<file path="src/rtl/spike_inject_arbiter.sv">
// spike_inject_arbiter: round-robin share of one router local injection port among NUM_SRC spike sources
// Ports: clk, rst_n (sync, active-low); src_packet/src_valid in, src_full out (per-source 1-deep pending);
//        local_full in, local_packet/write_en_local out (router local port); busy, drop_cnt out.
// Optional macro SPIKE_DROP_CNT_EN enables the saturating dropped-spike counter; otherwise drop_cnt is 0.
module spike_inject_arbiter #(
  parameter int NUM_SRC           = 4,
  parameter int SRC_CNT_BIT_WIDTH = 2,
  parameter int PACKET_SIZE       = 32
) (
  input  logic                           clk,
  input  logic                           rst_n,
  input  logic [NUM_SRC*PACKET_SIZE-1:0] src_packet,
  input  logic [NUM_SRC-1:0]             src_valid,
  output logic [NUM_SRC-1:0]             src_full,
  input  logic                           local_full,
  output logic [PACKET_SIZE-1:0]         local_packet,
  output logic                           write_en_local,
  output logic                           busy,
  output logic [15:0]                    drop_cnt
);
  typedef enum logic [1:0] {IDLE, ARB, ISSUE, STALL} state_t;
  state_t state, state_nx;
  logic [NUM_SRC-1:0] pending, accept, win_oh;
  logic [SRC_CNT_BIT_WIDTH-1:0] ptr, win, win_c;
  logic [PACKET_SIZE-1:0] pkt [NUM_SRC];
  logic grant;
  assign grant          = (state == ISSUE || state == STALL) && !local_full;
  assign write_en_local = grant;
  assign win_oh         = NUM_SRC'(1) << win;
  assign accept         = src_valid & ~pending;
  assign src_full       = pending;
  assign busy           = |pending || state != IDLE;
  // Scan from ptr upward; iterating offsets high-to-low leaves the nearest pending index as winner.
  always_comb begin
    logic [SRC_CNT_BIT_WIDTH-1:0] idx;
    idx   = '0;
    win_c = '0;
    for (int k = NUM_SRC - 1; k >= 0; k--) begin
      idx = SRC_CNT_BIT_WIDTH'((int'(ptr) + k) % NUM_SRC);
      if (pending[idx]) win_c = idx;
    end
  end
  always_comb begin
    state_nx = state;
    case (state)
      IDLE:    state_nx = |pending ? ARB : IDLE;
      ARB:     state_nx = ISSUE;
      default: state_nx = local_full ? STALL : (|(pending & ~win_oh) ? ARB : IDLE);
    endcase
  end
  always_ff @(posedge clk) begin
    if (!rst_n) begin
      state        <= IDLE;
      pending      <= '0;
      ptr          <= '0;
      win          <= '0;
      local_packet <= '0;
    end else begin
      state   <= state_nx;
      pending <= (pending & ~(grant ? win_oh : '0)) | accept;
      if (state == ARB) begin
        win          <= win_c;
        local_packet <= pkt[win_c];
      end
      if (grant) ptr <= (win == SRC_CNT_BIT_WIDTH'(NUM_SRC - 1)) ? '0 : win + 1'b1;
    end
  end
  always_ff @(posedge clk) begin
    for (int i = 0; i < NUM_SRC; i++)
      if (accept[i]) pkt[i] <= src_packet[i*PACKET_SIZE +: PACKET_SIZE];
  end
`ifdef SPIKE_DROP_CNT_EN
  logic [NUM_SRC-1:0] drop;
  logic [16:0] drop_sum;
  assign drop = src_valid & pending;
  always_comb begin
    drop_sum = {1'b0, drop_cnt};
    for (int i = 0; i < NUM_SRC; i++) drop_sum = drop_sum + 17'(drop[i]);
  end
  always_ff @(posedge clk) begin
    if (!rst_n) drop_cnt <= '0;
    else drop_cnt <= drop_sum[16] ? 16'hFFFF : drop_sum[15:0];
  end
`else
  assign drop_cnt = '0;
`endif
endmodule

</file>
<file path="config.mk">
export PLATFORM = sky130hd
export DESIGN_NAME = spike_inject_arbiter
export DESIGN_NICKNAME = d
export VERILOG_FILES = /design/src/rtl/spike_inject_arbiter.sv
export SDC_FILE = /design/constraint.sdc
export NUM_CORES = 1
export LEC_CHECK = 0
export ABC_AREA = 1
export CAP_MARGIN = 40
export CELL_PAD_IN_SITES_DETAIL_PLACEMENT = 0
export CELL_PAD_IN_SITES_GLOBAL_PLACEMENT = 2
export CORE_ASPECT_RATIO = 0.6
export CORE_MARGIN = 3
export CORE_UTILIZATION = 32
export CTS_CLUSTER_DIAMETER = 150
export DETAILED_ROUTE_END_ITERATION = 10
export MAX_ROUTING_LAYER = met4
export PLACE_DENSITY = 0.83
export SYNTH_ARGS = -nofsm -noshare
export SYNTH_HDL_FRONTEND = slang
export SYNTH_SLANG_ARGS = --single-unit
export TNS_END_PERCENT = 5
</file>
<file path="constraint.sdc">
create_clock -name clk -period 5.7 [get_ports clk]
set_input_delay 1.14 -clock clk [delete_from_list [all_inputs] [get_ports clk]]
set_output_delay 1.14 -clock clk [all_outputs]
set_load 0.02 [all_outputs]
</file>
==> results.sh <==
export IMPL_postCtsSetupBuffers=0
export IMPL_finalSetupViolCount=0
export IMPL_drive_above_1_share_pct=7.33
export IMPL_grt_max_degree=65
export IMPL_cp_end_kind="output pin"
export IMPL_critPathMaxFanout=3
export IMPL_n_fill_cell=2145
export IMPL_htree_levels=4
export IMPL_postRouteAntennaNets=0
export IMPL_num_rows=42
export IMPL_drt_pre_antenna_iters=5
export IMPL_track_usage_pct=17.4
export IMPL_path_class="in2out"
export IMPL_leakage_nw=4.15
export IMPL_final_cells=1238
export IMPL_die_y_um=124
export IMPL_cts_sinks=170
export IMPL_synth_seq_cells=170
export IMPL_min_from="state[1]"
export IMPL_core_area_sq_mm=0.0223
export IMPL_ff2ff_path_depth=11
export IMPL_cts_tree="built"
export IMPL_hold_viol=0
export IMPL_root_buffer="clkbuf_16"
export IMPL_place_congestion=0.768
export IMPL_clk_latency_ns=0.44
export IMPL_slew_headroom_pct=45.6
export IMPL_drv_slew=0
export IMPL_grt_pass1_vias=5181
export IMPL_grt_overflow_total=0
export IMPL_route_detailed_drc=0
export IMPL_hold_class="reg2reg"
export IMPL_synth_cell_area_sq_mm=0.00739
export IMPL_start_util_pct=33.1
export IMPL_ys_warn_count=0
export IMPL_dieWidth_um=202
export IMPL_numCtsBuffers=17
export IMPL_synth_cell_types=27
export IMPL_tightest_slew_ns=0.817
export IMPL_rsz0062_at_grt="no"
export IMPL_async_flop_share_pct=0
export IMPL_min_delay_path_depth=2
export IMPL_worst_ep_required_time_ns=4.56
export IMPL_drt_iter0_markers=290
export IMPL_dpl_cell_area_sq_mm=0.00940
export IMPL_pin_count=189
export IMPL_place_inst=1205
export IMPL_synth_top_area_share_pct=52.0
export IMPL_max_cap_violations=0
export IMPL_ctsResizeCount=0
export IMPL_arrival_ns=2.38
export IMPL_syn_avg_cell_area_sq_um=9.85
export IMPL_reg2reg_setup_slack_ns=2.92
export IMPL_cts_buffer_depth=2
export IMPL_vias_per_cell=4.35
export IMPL_area_growth_syn_to_layout_pct=34.6
export IMPL_synth_cells=750
export IMPL_synth_main_ff_cell="edfxtp_1"
export IMPL_ctsHoldBuffers=0
export IMPL_finClkSkew_ns=0.0133
export IMPL_power_density_mw_per_mm2=415
export IMPL_wl_um=20700
export IMPL_worst_setup_path_start_kind="input pin"
export IMPL_clk_pin_slew_ns=0.06
export IMPL_port_buffers=172
export IMPL_yosys_top_cells_area="edfxtp_1 (52%), dfxtp_1 (11%), nand3_1 (8.5%)"
export IMPL_synth_seq_area_share_pct=63.4
export IMPL_fin_nets=1055
export IMPL_avgRoutedWirePerCell_um=16.7
export IMPL_grt_pass1_wl_um=31400
export IMPL_fin_crit_sh_pct=61.8
export IMPL_period_minus_slack_ns=3.52
export IMPL_r2r_end="local_packet[8]"
export IMPL_dp_hpwl_um=13200
export IMPL_num_vias=5384
export IMPL_whs_endpoint="state[0]"
export IMPL_fin_tns_setup_ns=0
export IMPL_max_freq_ghz=0.284
export IMPL_regToRegStartpoint="ptr[0]"
export IMPL_synth_area_leader_cell="edfxtp_1"
export IMPL_die_area_sq_mm=0.0250
export IMPL_design_area_sq_mm=0.00995
export IMPL_status="finished clean"
export IMPL_synth_edf_count=128
export IMPL_p_total_mw=4.13
export IMPL_antenna_found_initial=2
export IMPL_peakVddDrop_v=0.000195
-- registers in the layout, summed over array words and instances (netlist names) --
| register | count |
|---|---|
| ptr | 2 |
| local_packet | 32 |
| state | 2 |
| pkt | 128 |
| win | 2 |
| src_full | 4 |
-- stage by stage --
stage | hold slack [ns] | worst slack [ns] | utilization, %
floorplan | 0.463 | 2.73 | -
global placement | 0.497 | 2.20 | 41.6
detailed placement | 0.488 | 2.17 | 42.1
CTS | 0.497 | 2.16 | 44.5
global route | 0.525 | 2.09 | 44.5
finish | 0.499 | 2.18 | 44.5
-- cell usage after synthesis, types with 2 or more instances --
| master | instances |
|---|---|
| a21oi_1 | 13 |
| buf_1 | 2 |
| buf_2 | 14 |
| buf_4 | 23 |
| buf_6 | 3 |
| clkbuf_1 | 8 |
| dfxtp_1 | 42 |
| edfxtp_1 | 128 |
| ha_1 | 4 |
| inv_1 | 127 |
| inv_2 | 3 |
| nand2_1 | 118 |
| nand2_2 | 13 |
| nand3_1 | 125 |
| nand3_2 | 2 |
| nand3b_1 | 23 |
| nor2_1 | 78 |
| nor2_2 | 2 |
| o21ai_0 | 13 |
| o21ai_1 | 2 |
-- cell families after synthesis --
group | count (synthesis) | synth area share (%)
flip-flops | 170 | 63.4
buffers and inverters | 183 | 11.4
AND/OR/NAND/NOR | 363 | 22.5
AO/OA/AOI/OAI | 29 | 2.00
other | 1 | 0.0508
adder cells (fa/ha/maj) | 4 | 0.677
-- critical path, cell delays in order --
cell and delay [ns]:
clkdlybuf4s50_1 0.42, nor2_1 0.19, clkdlybuf4s50_1 0.64
-- routing by layer --
metal  share of wire (%)  vias up  GRT usage [%]
met3                 7.6       12           5.77
li1                    -     2719              -
met4                0.72        0           4.15
met2                  40      162           23.0
met5                   0        -              -
met1                  52     2491           25.6
-- area by class of cell --
class	count	area, sq um	area share (%)
Antenna cell	2	5.00	0.0503
Clock buffer	17	425	4.28
Clock inverter	14	123	1.23
Inverter	131	492	4.94
Multi-Input combinational cell	412	1960	19.7
Sequential cell	170	4680	47.1
Tap cell	308	385	3.87
Timing Repair Buffer	184	1870	18.8
-- layout by cell type, fill, tap and decap left out, types with 2 or more instances in the layout --
cell and count:
a21oi_1 13, buf_12 2, buf_4 7, buf_8 2
clkbuf_16 17, clkdlybuf4s50_1 172, clkinv_2 4, clkinvlp_4 5
conb_1 16, dfxtp_1 42, diode_2 2, edfxtp_1 128
ha_1 4, inv_1 126, inv_2 4, inv_6 3
nand2_1 118, nand2_2 12, nand3_1 125, nand3b_1 23
nor2_1 74, nor2_2 2, nor2_4 4, o21ai_0 13
o21ai_1 2
-- worst max-delay path by stage --
stage / from / end / cells after the start
after CTS: local_full / write_en_local / 3
final: local_full / write_en_local / 3
after floorplan: src_valid[0] / pkt[0][0] / 2
after global routing: local_full / write_en_local / 3
after detailed placement: local_full / write_en_local / 3
after global placement: local_full / write_en_local / 3
-- power by group --
group	switching, mW	leakage (nW)	internal [mW]
clock	0.505	0.258	0.599
combinational	0.875	2.34	0.536
sequential	0.0826	1.56	1.53
total	1.46	4.15	2.67
Power figures use the tool's default switching activity.
